<file path="config.mk">
export PLATFORM = sky130hd
export DESIGN_NAME = membrane_integrator
export DESIGN_NICKNAME = d
export VERILOG_FILES = /design/src/rtl/membrane_integrator.sv
export SDC_FILE = /design/constraint.sdc
export NUM_CORES = 1
export LEC_CHECK = 0
export CAP_MARGIN = 20
export CORE_AREA = 2 2 144 132
export DETAILED_ROUTE_END_ITERATION = 10
export DIE_AREA = 0 0 146 134
export GPL_TIMING_DRIVEN = 0
export PLACE_DENSITY = 0.72
export REMOVE_ABC_BUFFERS = 1
export SLEW_MARGIN = 20
export SYNTH_ARGS = -nofsm -noshare
export SYNTH_HDL_FRONTEND = slang
export SYNTH_SLANG_ARGS = --single-unit
</file>
<file path="constraint.sdc">
create_clock -name clk -period 11.4 [get_ports clk]
set_input_delay 2.28 -clock clk [delete_from_list [all_inputs] [get_ports clk]]
set_output_delay 2.28 -clock clk [all_outputs]
set_load 0.05 [all_outputs]
</file>
<file path="src/rtl/membrane_integrator.sv">
`timescale 1ns/1ps
// Membrane potential integrator: V += (I_ext - I_Na - I_K - I_L) >>> DT_SHIFT, Q8.8, clamped, with spike detection.
// Optional refractory suppression of spikes is enabled by defining MEMBRANE_INTEGRATOR_REFRACTORY_EN.
module membrane_integrator #(
    parameter int DT_SHIFT      = 4,
    parameter int V_REST        = -16640,
    parameter int V_MIN         = -25600,
    parameter int V_MAX         = 15360,
    parameter int SPIKE_THRESH  = 0,
    parameter int REFRACT_STEPS = 8
) (
    input  logic               clk,
    input  logic               rst,
    input  logic               step_valid,
    input  logic signed [15:0] I_ext,
    input  logic signed [15:0] I_Na,
    input  logic signed [15:0] I_K,
    input  logic signed [15:0] I_L,
    output logic signed [15:0] V,
    output logic               v_valid,
    output logic               spike,
    output logic [15:0]        spike_count,
    output logic               busy,
    output logic               overrun
);

    localparam logic [1:0] S_IDLE   = 2'd0;
    localparam logic [1:0] S_SUM    = 2'd1;
    localparam logic [1:0] S_SCALE  = 2'd2;
    localparam logic [1:0] S_UPDATE = 2'd3;

    localparam logic signed [18:0] V_MIN_W  = 19'(V_MIN);
    localparam logic signed [18:0] V_MAX_W  = 19'(V_MAX);
    localparam logic signed [15:0] V_REST_W = 16'(V_REST);
    localparam logic signed [15:0] THRESH_W = 16'(SPIKE_THRESH);

    logic [1:0]         state;
    logic signed [15:0] i_ext_q, i_na_q, i_k_q, i_l_q;
    logic signed [17:0] i_net;
    logic signed [17:0] dv;
    logic signed [18:0] v_sum;
    logic signed [15:0] v_new;
    logic               crossing;
    logic               spike_gate;

    // Handshake: step_valid is a request with no ready; it is accepted only when busy is low,
    // otherwise it is dropped and overrun latches. v_valid marks the single cycle in which V is new.
    assign busy = (state != S_IDLE);

    always_comb begin
        v_sum = {{3{V[15]}}, V} + {dv[17], dv};
        v_new = v_sum[15:0];
        if (v_sum < V_MIN_W)
            v_new = V_MIN_W[15:0];
        else if (v_sum > V_MAX_W)
            v_new = V_MAX_W[15:0];
        crossing = (V < THRESH_W) && (v_new >= THRESH_W);
    end

`ifdef MEMBRANE_INTEGRATOR_REFRACTORY_EN
    localparam int RW = (REFRACT_STEPS < 1) ? 1 : $clog2(REFRACT_STEPS + 1);
    logic [RW-1:0] refract_cnt;

    assign spike_gate = (refract_cnt == '0);

    always_ff @(posedge clk or posedge rst) begin
        if (rst) begin
            refract_cnt <= '0;
        end else if (state == S_UPDATE) begin
            // A new spike reloads the window; otherwise each completed step counts it down.
            if (crossing && spike_gate)
                refract_cnt <= RW'(REFRACT_STEPS);
            else if (refract_cnt != '0)
                refract_cnt <= refract_cnt - 1'b1;
        end
    end
`else
    assign spike_gate = 1'b1;
`endif

    always_ff @(posedge clk or posedge rst) begin
        if (rst) begin
            state       <= S_IDLE;
            i_ext_q     <= '0;
            i_na_q      <= '0;
            i_k_q       <= '0;
            i_l_q       <= '0;
            i_net       <= '0;
            dv          <= '0;
            V           <= V_REST_W;
            v_valid     <= 1'b0;
            spike       <= 1'b0;
            spike_count <= '0;
            overrun     <= 1'b0;
        end else begin
            v_valid <= 1'b0;
            spike   <= 1'b0;
            if (step_valid && state != S_IDLE)
                overrun <= 1'b1;
            case (state)
                S_IDLE: begin
                    if (step_valid) begin
                        i_ext_q <= I_ext;
                        i_na_q  <= I_Na;
                        i_k_q   <= I_K;
                        i_l_q   <= I_L;
                        state   <= S_SUM;
                    end
                end
                S_SUM: begin
                    // 18 bits hold the worst case of four full-scale 16-bit terms.
                    i_net <= {{2{i_ext_q[15]}}, i_ext_q} - {{2{i_na_q[15]}}, i_na_q}
                           - {{2{i_k_q[15]}}, i_k_q} - {{2{i_l_q[15]}}, i_l_q};
                    state <= S_SCALE;
                end
                S_SCALE: begin
                    dv    <= i_net >>> DT_SHIFT;
                    state <= S_UPDATE;
                end
                default: begin
                    V       <= v_new;
                    v_valid <= 1'b1;
                    if (crossing && spike_gate) begin
                        spike <= 1'b1;
                        if (spike_count != 16'hFFFF)
                            spike_count <= spike_count + 16'd1;
                    end
                    state <= S_IDLE;
                end
            endcase
        end
    end

endmodule

</file>
==> results of run 1 <==
flip-flops by register name, summed over array words and instances (netlist names):
| register | count |
|---|---|
| i_na_q | 16 |
| i_k_q | 16 |
| dv | 14 |
| state | 2 |
| i_l_q | 16 |
| spike | 1 |
| i_net | 14 |
| spike_count | 16 |
| overrun | 1 |
| v_valid | 1 |
| i_ext_q | 16 |
| V | 16 |
cells by family after synthesis:
logic type      after synthesis  synth area share (%)
compound gates              108                  10.9
simple gates                 97                  7.24
xor+xnor                     35                  4.10
fa+ha+maj                    72                  15.3
buf+inv                     100                  5.55
mux                          91                  13.7
flops                       129                  43.3
worst max-delay path, cell delays in order, from the launching register on:
cell and delay [ns]:
sky130_fd_sc_hd__dfrtp_1 0.37, sky130_fd_sc_hd__inv_1 0.09, sky130_fd_sc_hd__ha_1 0.25, sky130_fd_sc_hd__inv_1 0.12, sky130_fd_sc_hd__clkdlybuf4s50_1 0.81
synth_stat cells (6+ instances only):
cell type and number:
sky130_fd_sc_hd__dfrtp_1 122, sky130_fd_sc_hd__mux2_2 89, sky130_fd_sc_hd__inv_1 84, sky130_fd_sc_hd__ha_1 40, sky130_fd_sc_hd__fa_1 32, sky130_fd_sc_hd__xnor2_1 23
sky130_fd_sc_hd__nor2_1 20, sky130_fd_sc_hd__nand3_1 19, sky130_fd_sc_hd__o21ai_0 19, sky130_fd_sc_hd__a21oi_1 18, sky130_fd_sc_hd__clkbuf_1 12, sky130_fd_sc_hd__xor2_1 12
sky130_fd_sc_hd__nand2_1 11, sky130_fd_sc_hd__o22ai_1 9, sky130_fd_sc_hd__nor3_1 8, sky130_fd_sc_hd__dfstp_2 7, sky130_fd_sc_hd__nand4_1 7, sky130_fd_sc_hd__o21a_1 7
sky130_fd_sc_hd__o211ai_1 6
cell type report:
class                   count  area, um2  share of cell area [%]
multi-input cells         403       3830                    40.7
flip-flops and latches    129       3240                    34.3
repair buffers            104       1070                    11.3
clock buffers              19        453                    4.80
inverters                  84        323                    3.42
well taps                 245        307                    3.25
clock inverters            13        208                    2.20
routing by layer:
metal	global-route usage, %	vias to the layer above	share of wire (%)
met5	0	-	0
met1	21.1	2428	48
met4	5.23	0	1.5
met2	24.1	84	46
met3	4.46	12	4.5
li1	-	2420	-
through the flow:
stage,worst slack (ns),hold WS [ns],std cells
2_1_floorplan,5.69,0.475,616
3_3_place_gp,3.67,0.445,963
3_5_place_dp,7.47,0.451,965
4_1_cts,7.02,0.469,997
5_1_grt,6.91,0.509,997
6_report,7.05,0.464,997
path summary, 6_finish.rpt:
| path | slack, ns | startpoint | endpoint |
|---|---|---|---|
| hold reg to reg | 0.46 | overrun$_DFFE_PP0P_ | overrun$_DFFE_PP0P_ |
| max in group asynchronous | 8.42 | rst | V[13]$_DFFE_PP1P_ |
| setup / recovery | 7.05 | state[0]$_DFFE_PP0P_ | busy |
| min in group asynchronous | 2.25 | rst | i_na_q[12]$_DFFE_PP0P_ |
| hold / removal | 0.46 | overrun$_DFFE_PP0P_ | overrun$_DFFE_PP0P_ |
| setup reg to reg | 7.47 | i_na_q[3]$_DFFE_PP0P_ | i_net[17]$_DFFE_PP0N_ |
==> impl_metrics.prom, run 1 <==
# TYPE chip_impl_metric gauge
chip_impl_info{name="outcome",value="finished clean"} 1
chip_impl_info{name="layout.cells.most_common_list",value="122 x sky130_fd_sc_hd__dfrtp_1, 102 x sky130_fd_sc_hd__clkdlybuf4s50_1, 89 x sky130_fd_sc_hd__mux2_2"} 1
chip_impl_info{name="clockRootBuffer",value="sky130_fd_sc_hd__clkbuf_16"} 1
chip_impl_metric{name="netlist_area",unit="um2"} 7480
chip_impl_metric{name="diodes",unit=""} 0
chip_impl_metric{name="report.final.hold_viol_count",unit=""} 0
chip_impl_metric{name="route.final.wire_length",unit="um"} 14000
chip_impl_metric{name="grt_max_degree",unit=""} 88
chip_impl_metric{name="synth_cell_type_count",unit=""} 65
chip_impl_metric{name="global_route.usage.total",unit="%"} 15.5
chip_impl_metric{name="ys_seq_elements",unit=""} 129
chip_impl_metric{name="cts.clk_slew.worst_paths",unit="ns"} 0.06
chip_impl_metric{name="max_slew_violation_count",unit=""} 0
chip_impl_metric{name="synth.avg_cell_area",unit="um2"} 11.8
chip_impl_metric{name="proportion_of_netlist_area_held_by_the_largest_area_contributor",unit="%"} 40.8
chip_impl_info{name="dominantRegCellSynth",value="sky130_fd_sc_hd__dfrtp_1"} 1
chip_impl_info{name="crit_type",value="flip-flop to output port"} 1
chip_impl_metric{name="first_pass_iters",unit=""} 4
chip_impl_metric{name="route.detailed.vias_per_inst",unit=""} 4.96
chip_impl_metric{name="synth_enable_flop_cells",unit=""} 0
chip_impl_metric{name="layout-drive-gt1-share",unit="%"} 20.6
chip_impl_metric{name="post-route-cell-area",unit="um2"} 9430
chip_impl_metric{name="insertion_delay",unit="ns"} 0.42
chip_impl_info{name="grt_setup_unrepaired",value="no"} 1
chip_impl_metric{name="postSynthCellCount",unit=""} 632
chip_impl_info{name="cp-end-kind",value="output port"} 1
chip_impl_info{name="clock_tree_from_tritoncts",value="yes"} 1
chip_impl_metric{name="final_layout_net_count",unit=""} 878
chip_impl_metric{name="area_growth",unit="%"} 26.1
chip_impl_metric{name="ys_async_sr_fraction",unit="%"} 100
chip_impl_metric{name="chipWidth",unit="um"} 146
chip_impl_metric{name="worst-endpoint-required",unit="ns"} 9.12
chip_impl_metric{name="fp.dieArea",unit="um2"} 19600
chip_impl_metric{name="final_antenna_net_count",unit=""} 0
chip_impl_metric{name="routedWlPerCell",unit="um"} 14.1
chip_impl_metric{name="holdBufCountCts",unit=""} 0
chip_impl_metric{name="synth.yosys.seq_area_share",unit="%"} 43.3
chip_impl_metric{name="postCtsSetupRepairBufs",unit=""} 0
chip_impl_metric{name="drt_iter0_drc",unit=""} 236
chip_impl_metric{name="detailedPlacementHpwl",unit="um"} 10300
chip_impl_metric{name="core",unit="um2"} 18100
chip_impl_metric{name="timing.critical_path.arrival",unit="ns"} 2.07
chip_impl_metric{name="gp_routability_congestion",unit=""} 0.849
chip_impl_metric{name="route.detailed.drc",unit=""} 0
chip_impl_metric{name="cts.sinks",unit=""} 129
chip_impl_metric{name="grt_pass1_vias",unit=""} 5026
chip_impl_metric{name="final.fill_count",unit=""} 1624
chip_impl_metric{name="period_minus_slack",unit="ns"} 4.35
chip_impl_info{name="cell_type_with_the_highest_aggregate_area_in_the_netlist",value="sky130_fd_sc_hd__dfrtp_1"} 1
chip_impl_metric{name="reg2reg_depth",unit=""} 12
chip_impl_metric{name="initial_util",unit="%"} 41.3
chip_impl_metric{name="synth-warning-count",unit=""} 0
chip_impl_metric{name="max_freq",unit="GHz"} 0.230
chip_impl_metric{name="antenna_found_initial",unit=""} 0
chip_impl_metric{name="cts_bufs_inserted",unit=""} 17
chip_impl_metric{name="htreeDepth",unit=""} 4
chip_impl_metric{name="fin_crit_sh",unit="%"} 38.1
chip_impl_metric{name="grt_pass1_wl",unit="um"} 24300
chip_impl_metric{name="final.setup.tns",unit="ns"} 0
chip_impl_metric{name="die_height",unit="um"} 134
chip_impl_info{name="final_common_cell",value="sky130_fd_sc_hd__dfrtp_1"} 1
chip_impl_metric{name="timing.max_slew.rel_slack",unit="%"} 40.5
chip_impl_metric{name="final_core_utilization",unit="%"} 52.1
chip_impl_info{name="path_type_of_the_worst_min_delay_path",value="flip-flop to flip-flop"} 1
chip_impl_metric{name="whs_path_depth",unit=""} 1
chip_impl_metric{name="io-pin-count",unit=""} 103
chip_impl_info{name="startpoint_type_of_the_worst_setup_path",value="flip-flop"} 1
chip_impl_metric{name="timing.clock.skew",unit="ns"} 0.00922
chip_impl_metric{name="critical_path_peak_fanout",unit=""} 3
chip_impl_metric{name="ctsLongestPathBuffers",unit=""} 2
chip_impl_metric{name="placedInstanceArea",unit="um2"} 8770
chip_impl_metric{name="finalSetupViolations",unit=""} 0
chip_impl_metric{name="dr_total_vias",unit=""} 4944
chip_impl_info{name="synth_area_leaders",value="sky130_fd_sc_hd__dfrtp_1 41%, sky130_fd_sc_hd__mux2_2 13%, sky130_fd_sc_hd__fa_1 8.6%"} 1
chip_impl_metric{name="grt_overflow",unit=""} 0
chip_impl_metric{name="placement_rows",unit=""} 47
chip_impl_metric{name="maxCapViolations",unit=""} 0
chip_impl_metric{name="cts.repair.resized",unit=""} 0
chip_impl_metric{name="max_slew.worst_pin.slew",unit="ns"} 0.893
chip_impl_metric{name="buffer_ports.inserted",unit=""} 102
Power of run 1 is left out: the tool's default activity adds up to more than one toggle a clock period on the data nets, which glitch-free logic cannot reach.
==> run 2, diff against run 1 <==
PLACE_DENSITY = 0.75   (was 0.72)
clock period = 3.6 ns   (was 11.4 ns; I/O delays follow)
==> run 2 against run 1 <==
Sequential cell count unchanged. Non-clock buffer count increased by 8. Clock-buffer cell count increased by 1. Via count increased by 1.0%. Critical path type is now flip-flop to flip-flop. Core utilization increased by 0.66 points. Setup slack got worse by 6.9 ns. Sequential share of layout area decreased by 0.43 points.
==> impl_metrics.prom, run 2 (same netlist as run 1, synthesis figures left out) <==
# TYPE chip_impl_metric gauge
chip_impl_info{name="cp-end-kind",value="flip-flop"} 1
chip_impl_info{name="outcome",value="finished clean"} 1
chip_impl_metric{name="antenna_found_initial",unit=""} 0
chip_impl_metric{name="grt_overflow",unit=""} 0
chip_impl_metric{name="grt_max_degree",unit=""} 96
chip_impl_metric{name="max_slew_violation_count",unit=""} 0
chip_impl_info{name="path_type_of_the_worst_min_delay_path",value="flip-flop to flip-flop"} 1
chip_impl_metric{name="multi_input_comb_area",unit="um2"} 3930
chip_impl_metric{name="final_layout_net_count",unit=""} 886
chip_impl_info{name="layout.cells.most_common_list",value="122 x sky130_fd_sc_hd__dfrtp_1, 102 x sky130_fd_sc_hd__clkdlybuf4s50_1, 89 x sky130_fd_sc_hd__mux2_2"} 1
chip_impl_metric{name="timing.max_slew.rel_slack",unit="%"} 37.4
chip_impl_metric{name="route.detailed.drc",unit=""} 0
chip_impl_info{name="startpoint_type_of_the_worst_setup_path",value="flip-flop"} 1
chip_impl_info{name="worstSetupStartpoint",value="i_na_q[3]$_DFFE_PP0P_"} 1
chip_impl_metric{name="core",unit="um2"} 18100
chip_impl_metric{name="insertion_delay",unit="ns"} 0.41
chip_impl_metric{name="detailedPlacementHpwl",unit="um"} 10300
chip_impl_metric{name="htreeDepth",unit=""} 4
chip_impl_metric{name="diodes",unit=""} 0
chip_impl_metric{name="critical_path_peak_fanout",unit=""} 3
chip_impl_metric{name="first_pass_iters",unit=""} 4
chip_impl_metric{name="dr_total_vias",unit=""} 4995
chip_impl_metric{name="max_slew.worst_pin.slew",unit="ns"} 0.940
chip_impl_metric{name="area_growth",unit="%"} 27.7
chip_impl_metric{name="io-pin-count",unit=""} 103
chip_impl_metric{name="placement_rows",unit=""} 47
chip_impl_metric{name="post-route-cell-area",unit="um2"} 9550
chip_impl_metric{name="routedWlPerCell",unit="um"} 14.3
chip_impl_metric{name="placedInstanceArea",unit="um2"} 8780
chip_impl_metric{name="worst-endpoint-required",unit="ns"} 3.86
chip_impl_metric{name="initial_util",unit="%"} 41.3
chip_impl_info{name="clockRootBuffer",value="sky130_fd_sc_hd__clkbuf_16"} 1
chip_impl_metric{name="grt_pass1_vias",unit=""} 5167
chip_impl_metric{name="cts_bufs_inserted",unit=""} 17
chip_impl_info{name="final_common_cell",value="sky130_fd_sc_hd__dfrtp_1"} 1
chip_impl_metric{name="timing.clock.skew",unit="ns"} 0.00665
chip_impl_info{name="crit_type",value="flip-flop to flip-flop"} 1
chip_impl_info{name="critical_path.reg2reg.startpoint",value="i_na_q[3]$_DFFE_PP0P_"} 1
chip_impl_metric{name="cts.clk_slew.worst_paths",unit="ns"} 0.06
chip_impl_metric{name="timing.critical_path.arrival",unit="ns"} 3.76
chip_impl_metric{name="gp_routability_congestion",unit=""} 0.849
chip_impl_metric{name="final.fill_count",unit=""} 1628
chip_impl_metric{name="sequential_cell_area",unit="um2"} 3240
chip_impl_metric{name="ctsLongestPathBuffers",unit=""} 2
chip_impl_metric{name="global_route.usage.total",unit="%"} 15.8
chip_impl_metric{name="die_height",unit="um"} 134
chip_impl_metric{name="fp.dieArea",unit="um2"} 19600
chip_impl_metric{name="final_core_utilization",unit="%"} 52.7
chip_impl_metric{name="maxCapViolations",unit=""} 0
chip_impl_metric{name="buffer_ports.inserted",unit=""} 102
chip_impl_metric{name="drt_iter0_drc",unit=""} 262
chip_impl_metric{name="layout-drive-gt1-share",unit="%"} 23.3
chip_impl_metric{name="final_antenna_net_count",unit=""} 0
chip_impl_metric{name="report.final.hold_viol_count",unit=""} 0
chip_impl_metric{name="route.detailed.vias_per_inst",unit=""} 4.97
chip_impl_metric{name="final.setup.tns",unit="ns"} 0
chip_impl_metric{name="cts.sinks",unit=""} 129
chip_impl_metric{name="chipWidth",unit="um"} 146
chip_impl_info{name="grt_setup_unrepaired",value="yes"} 1
chip_impl_metric{name="max_freq",unit="GHz"} 0.286
chip_impl_info{name="clock_tree_from_tritoncts",value="yes"} 1
chip_impl_metric{name="grt_pass1_wl",unit="um"} 25000
chip_impl_metric{name="period_minus_slack",unit="ns"} 3.50
chip_impl_metric{name="route.final.wire_length",unit="um"} 14400
chip_impl_info{name="min_from",value="overrun$_DFFE_PP0P_"} 1
chip_impl_metric{name="fin_crit_sh",unit="%"} 97.2
chip_impl_metric{name="finalSetupViolations",unit=""} 0
## run 2: cell types whose count changed in the layout (fill, tap and decap cells not counted), sizes merged
cell,change
buf,+8
bufinv,-2
inv,-1
clkbuf,+1
clkinv,+1
clkinvlp,+1
## run 2: layout make-up
cell class | count | area share, %
sequential | 129 | 33.9
clock buffer | 20 | 4.78
multi-input combinational | 403 | 41.2
tap | 245 | 3.21
clock inverter | 12 | 1.66
timing repair buffer | 112 | 11.9
inverter | 84 | 3.38
## run 2: repair_timing
| action | in CTS | in global routing |
|---|---|---|
| pin swaps | 9 | 14 |
| setup buffers | 1 | 7 |
| endpoints found under the setup margin | 13 | 16 |
| hold buffers | 0 | 0 |
| gates resized for setup | 4 | 15 |
## run 2: final timing paths
kind	slack, ns	cells after the start	end
min in group asynchronous	0.67	2	i_k_q[12]$_DFFE_PP0P_
max	0.10	12	i_net[17]$_DFFE_PP0N_
max in group asynchronous	2.19	3	V[15]$_DFFE_PP1P_
min reg2reg	0.46	1	overrun$_DFFE_PP0P_
max reg2reg	0.10	12	i_net[17]$_DFFE_PP0N_
min	0.46	1	overrun$_DFFE_PP0P_
## run 2: layer usage
metal	up-vias	part of all wire (%)	GRT usage [%]
met2	86	47	24.7
li1	2441	-	-
met4	0	0.91	4.05
met3	8	4.7	5.00
met1	2460	47	21.5
met5	-	0	0
## run 2: per-stage QoR
stage,hold slack (ns),instances,worst slack [ns]
2_1_floorplan,0.475,616,-0.549
3_3_place_gp,0.439,963,-2.54
3_5_place_dp,0.446,965,-0.335
4_1_cts,0.464,998,0.0132
5_1_grt,0.507,1005,-0.0653
6_report,0.464,1005,0.102
## run 2: worst max-delay path, stage by stage, from the launching register on
cell                        delay [ns]
sky130_fd_sc_hd__dfrtp_1          0.36
sky130_fd_sc_hd__inv_2            0.05
sky130_fd_sc_hd__fa_1             0.58
sky130_fd_sc_hd__fa_1             0.47
sky130_fd_sc_hd__ha_4             0.19
sky130_fd_sc_hd__nor3_1           0.24
sky130_fd_sc_hd__o21ai_2          0.14
sky130_fd_sc_hd__a2111oi_4        0.47
sky130_fd_sc_hd__o211a_1          0.27
sky130_fd_sc_hd__nor3_2           0.07
sky130_fd_sc_hd__a2111oi_2        0.26
sky130_fd_sc_hd__xnor2_1          0.17
sky130_fd_sc_hd__a21oi_1          0.08
Power of run 2 is left out for the same reason.
==> variant 1: new RTL, settings of run 2 <==
`V_MAX`: 15360 -> 11520.
--- a/src/rtl/membrane_integrator.sv
+++ b/src/rtl/membrane_integrator.sv
@@ -7,3 +7,3 @@
     parameter int V_MIN         = -25600,
-    parameter int V_MAX         = 15360,
+    parameter int V_MAX         = 11520,
     parameter int SPIKE_THRESH  = 0,
Function: same outputs for any inputs over 4 cycles, from zero or initial values and one cycle with rst high; that may be too few to reach the edited logic, so the function may still have changed.
==> variant 1 against run 2 <==
  * Non-clock buffer count fell by 7
  * Final area rose by 1.6%
  * Routed wire length rose by 7.7%
  * Clock skew rose by 0.00078 ns
  * Area after synthesis rose by 4.6%
  * Sequential cell count did not move
  * Worst hold slack got worse by 0.0066 ns
  * Setup slack improved by 0.092 ns
  * Highest routed layer unchanged
Power is not shown: default switching activity piles up to over one toggle a cycle in this logic, so the estimate is an artifact.
==> variant 1: results (changes against run 2) <==
Status
  – Status: complete, no violations

GRT
  – Global-route wire length before repair: 26600 um (+6.6%)
  – Number of global-route vias before repair: 5471 (+5.9%)
  – Overall fraction of global-route tracks in use: 0.168 (+0.00978)
  – Largest net degree at the start of global routing: 82 (-15%)
  – M2 GR Usage: 0.261 (+0.0147)
  – Met3 GRT Util: 0.0378 (-0.0122)
  – Met1 GRT Util: 0.234 (+0.0187)

CTS
  – Number of H-tree levels: 4 (unchanged)
  – Buffers inserted by post-CTS timing repair: 0 (-1)
  – Clock tree buffer depth: 2 (unchanged)
  – Post-cts repair resize count: 2 (-2)
  – Library cell used as clock root buffer: sky130_fd_sc_hd__clkbuf_16
  – Clk Latency, worst-skew pair: 0.42 ns
  – Reg clk slew, reported paths: 0.06 ns (about the same)

Synth
  – Portion of the post-synthesis area used by sequential elements: 0.414 (-0.0188)
  – Commonest cells in the netlist: sky130_fd_sc_hd__dfrtp_1 (122), sky130_fd_sc_hd__mux2_2 (90), sky130_fd_sc_hd__inv_1 (72)
  – Mean area per synthesized cell: 11.3 um2 (-4.5%)
  – Yosys warning count: 0 (unchanged)
  – Share of async-settable or async-resettable flops after synthesis: 1.00 (unchanged)
  – Number of unique standard cell types used by synthesis: 74 (+14%)
  – Synth area leaders: sky130_fd_sc_hd__dfrtp_1 (39%), sky130_fd_sc_hd__mux2_2 (13%), sky130_fd_sc_hd__fa_1 (8.2%)

Finish
  – # diodes: 0 (unchanged)
  – Fill cell instance count of the final layout: 1591 (-2.3%)
  – Proportion of layout cells with a drive suffix above 1: 0.203 (-0.0301)
  – Layout net count: 928 (+4.7%)
  – Post-layout util: 0.536 (+0.00857)

Drt
  – Routed wire length on met3: 654 um (-3.1%)
  – First-pass detailed-route iteration total: 7 (+3)
  – Violation count after the first detailed-route iteration: 484 (+85%)
  – DR vias: 5444 (+9.0%)
  – Detailed route wirelength on metal2: 7320 um (+7.7%)
  – Mean routed wirelength per cell: 14.8 um (+3.6%)
  – Metal1 wirelength: 7350 um (+8.6%)
  – Topmost layer with routed signal wires: met4
  – Vias per std cell: 5.21 (+4.9%)

Critical path
  – Start of the worst register-to-register path: i_na_q[4]
  – Kind of launch point of the worst setup path: flip-flop
  – Worst setup path endpoint: i_net[13]
  – Delay of the slowest cell on the worst path: 0.57 ns
  – Slowest library cell on the worst path: sky130_fd_sc_hd__fa_1
  – Worst endpoint data arrival time: 3.70 ns (-0.06 ns)
  – Logic depth of the worst register-to-register path: 11 (-1)
  – Maximum fanout along the worst path: 4 (+1)
  – R2r setup slk: 0.19 ns (+0.09 ns)

Place
  – Port Buf Inserts: 102 (unchanged)
  – DP Wirelength: 11300 um (+10%)
  – Weighted congestion reported at the end of routability-driven placement: 0.816 (-3.9%)
  – Cell total after placement: 1014 (+5.1%)
  – Area after DPL: 9070 um2 (+3.3%)

Hold path
  – Hold Path Cell Cnt: 1 (unchanged)
  – Destination of the worst hold path: overrun
  – Class of the tightest hold or removal check: flip-flop to flip-flop

Timing
  – Final worst clock skew: 0.00743 ns (+0.000783 ns)
  – Slew at the pin closest to its max-slew limit: 0.955 ns (+0.0159 ns)
==> variant 1: changes by cell type in the layout (fill, tap and decap cells not counted), moves of 6 or more <==
cell and change:
sky130_fd_sc_hd__buf_4 -7, sky130_fd_sc_hd__o211ai_1 +10, sky130_fd_sc_hd__inv_1 -11, sky130_fd_sc_hd__o22ai_1 -6
sky130_fd_sc_hd__nand3_1 -8, sky130_fd_sc_hd__o21a_1 -6, sky130_fd_sc_hd__nand2_1 +26, sky130_fd_sc_hd__a21o_1 +8
sky130_fd_sc_hd__nor3_1 +13
==> variant 1: cell families (layout without fill, tap and decap cells) <==
kind of cell / count (synthesis) / count (layout) / share of synthesized area
AND/OR/NAND/NOR: 135 / 135 / 0.0895
AO/OA/AOI/OAI: 132 / 132 / 0.128
flip-flops: 129 / 129 / 0.414
buffers and inverters: 100 / 207 / 0.0549
multiplexers: 92 / 92 / 0.132
adder cells (fa/ha/maj): 72 / 72 / 0.146
XOR/XNOR: 32 / 32 / 0.0358
==> variant 1: area by class of cell <==
type,count,area share
Sequential cell,129,0.334
Clock inverter,10,0.0117
Clock buffer,19,0.0456
Inverter,73,0.0294
Timing Repair Buffer,105,0.112
Tap cell,245,0.0316
Multi-Input combinational cell,463,0.436
==> variant 1: worst max-delay path: cells and delay by family, from the launching register on <==
kind / cells / cell delay [ns]
adders and majority gates: 3 / 1.27
DFF: 1 / 0.35
xor gates and xnor gates: 1 / 0.09
muxes: 1 / 0.26
AOI/OAI and AO/OA: 5 / 1.27
buffers and inverters: 1 / 0.06
==> variant 1: per-stage QoR <==
step	setup WS, ns	hold WS, ns
4_1_cts	0.00734	0.459
3_3_place_gp	-2.40	0.438
3_5_place_dp	-0.124	0.447
6_report	0.194	0.457
2_1_floorplan	-0.549	0.453
5_1_grt	-0.00543	0.473
==> variant 2: new RTL, flow settings as in run 2 <==
Made on the original files. Put one more register stage on the output `spike_count`. The value now appears one clock later. The other outputs are not delayed to match.
--- a/src/rtl/membrane_integrator.sv
+++ b/src/rtl/membrane_integrator.sv
@@ -35,2 +35,4 @@
     localparam logic signed [15:0] THRESH_W = 16'(SPIKE_THRESH);
+
+    logic [15:0] spike_count_s0;
 
@@ -92,3 +94,3 @@
             spike       <= 1'b0;
-            spike_count <= '0;
+            spike_count_s0 <= '0;
             overrun     <= 1'b0;
@@ -124,4 +126,4 @@
                         spike <= 1'b1;
-                        if (spike_count != 16'hFFFF)
-                            spike_count <= spike_count + 16'd1;
+                        if (spike_count_s0 != 16'hFFFF)
+                            spike_count_s0 <= spike_count_s0 + 16'd1;
                     end
@@ -133,2 +135,6 @@
 
+    always_ff @(posedge clk) begin
+        spike_count <= spike_count_s0;
+    end
+
 endmodule
Check against the original RTL: same outputs for any inputs over 4 cycles, from zero or initial values and one cycle with rst high; that may be too few to reach the edited logic, so the function may still have changed.
==> variant 2 against run 2 <==
  * Global-route usage down 0.93 points
  * Sequential cell count up 16
  * Via count decreased by 4.5%
  * Worst hold slack got worse by 0.090 ns
  * Synthesized cell count increased by 0.32%
  * Setup slack better by 0.031 ns
  * Routed wire length decreased by 6.4%
  * Area after synthesis grew 1.1%
  * Die area unchanged
  * Final area increased by 1.0%
  * Non-clock buffer count decreased by 7
  * Critical endpoint is now i_net[10]
Power is left out: the tool's default activity adds up to more than one toggle a clock period on the data nets, which glitch-free logic cannot reach.
==> variant 2: results (changes against run 2) <==
Status
  – Status: complete, no violations

Critical path
  – Family of cells with the greatest summed delay on the critical path: adder cells
  – Worst setup startpoint: i_na_q[3]
  – Slowest library cell on the worst path: sky130_fd_sc_hd__fa_1
  – Worst setup path endpoint: i_net[10]
  – Logic depth of the worst register-to-register path: 13 (+1)
  – Delay of the slowest cell on the worst path: 0.56 ns (-0.02 ns)
  – R2r setup slk: 0.13 ns (+0.03 ns)
  – Worst endpoint data arrival time: 3.77 ns (about the same)

Place
  – DP Wirelength: 9730 um (-5.6%)
  – Setup Slack @ Placement: -0.251 ns (+0.0843 ns)
  – Weighted congestion reported at the end of routability-driven placement: 0.844 (-0.53%)

Drt
  – Mean routed wirelength per cell: 13.4 um (-6.1%)
  – Routed wire length on met3: 575 um (-15%)
  – Metal1 wirelength: 6540 um (-3.5%)
  – DR vias: 4770 (-4.5%)
  – Detailed route wirelength on metal2: 6230 um (-8.4%)
  – Violation count after the first detailed-route iteration: 229 (-13%)

Synth
  – Number of unique standard cell types used by synthesis: 55 (-15%)
  – Share of async-settable or async-resettable flops after synthesis: 0.890 (-0.110)
  – Portion of the post-synthesis area used by sequential elements: 0.470 (+0.0375)
  – Synth area leaders: sky130_fd_sc_hd__dfrtp_1 (40%), sky130_fd_sc_hd__mux2_2 (14%), sky130_fd_sc_hd__fa_1 (8.5%)
  – Top-area cell type share of the netlist area: 0.404 (-0.00459)
  – Adder-cell share of the synthesized area: 0.151 (-0.00172)
  – Synthesized-area fraction occupied by ao, oa, aoi and oai cells: 0.0898 (-0.0191)
  – Xor and xnor area share after synthesis: 0.0417 (+0.000697)
  – Portion of netlist area occupied by mux cells: 0.138 (+0.00144)
  – Commonest cells in the netlist: sky130_fd_sc_hd__dfrtp_1 (122), sky130_fd_sc_hd__mux2_2 (91), sky130_fd_sc_hd__inv_1 (89)

GRT
  – Met1 GRT Util: 0.203 (-0.0119)
  – Global-route wire length before repair: 23400 um (-6.5%)
  – Total congestion overflow: 0 (unchanged)
  – Met3 GRT Util: 0.0418 (-0.00816)
  – Number of global-route vias before repair: 4918 (-4.8%)
  – Overall fraction of global-route tracks in use: 0.148 (-0.00931)
  – M2 GR Usage: 0.230 (-0.0168)
  – Largest net degree at the start of global routing: 98 (+2.1%)

CTS
  – Number of H-tree levels: 4 (unchanged)
  – Clock buffers created by TritonCTS: 17 (unchanged)
  – Clk Latency, worst-skew pair: 0.42 ns

Hold path
  – Hold wc startpoint: spike_count_s0[11]
  – Destination of the worst hold path: spike_count[11]
  – Hold Path Cell Cnt: 0 (-1)

Finish
  – Proportion of layout cells with a drive suffix above 1: 0.199 (-0.0334)
  – Layout net count: 883 (-0.34%)

Timing
  – Min Clock Period, post-route: 3.47 ns (-0.0312 ns)
  – Worst slew margin: 0.224 (-0.149)
  – Final worst clock skew: 0.00963 ns (+0.00298 ns)

Floorplan
  – Starting Density: 0.418 (+0.00470)
==> variant 2: layout make-up <==
type	instances	area [um2]
clock buffer	26	574
timing repair buffer	105	1080
sequential	145	3560
multi-input combinational	386	3700
tap	245	307
fill	1620	8470
clock inverter	6	86.3
inverter	89	342
==> variant 2: stage by stage <==
stage | cells | utilization | area [um2] | hold WS [ns] | TNS (ns)
global route | 1002 | 0.533 | 9650 | 0.384 | -0.0320
global placement | 966 | 0.488 | 8830 | 0.361 | -328.09
CTS | 1000 | 0.528 | 9570 | 0.379 | 0
finish | 1002 | 0.533 | 9650 | 0.374 | 0
floorplan | 619 | - | 7500 | 0.347 | -67.03
detailed placement | 968 | 0.491 | 8890 | 0.365 | -0.635
==> variant 2: what timing repair did <==
item	4_1_cts	5_1_grt
gates cloned	0	1
buffers inserted	0	1
hold buffers	0	0
setup endpoints to repair	3	16
pin swaps	0	3
gates resized for setup	4	11
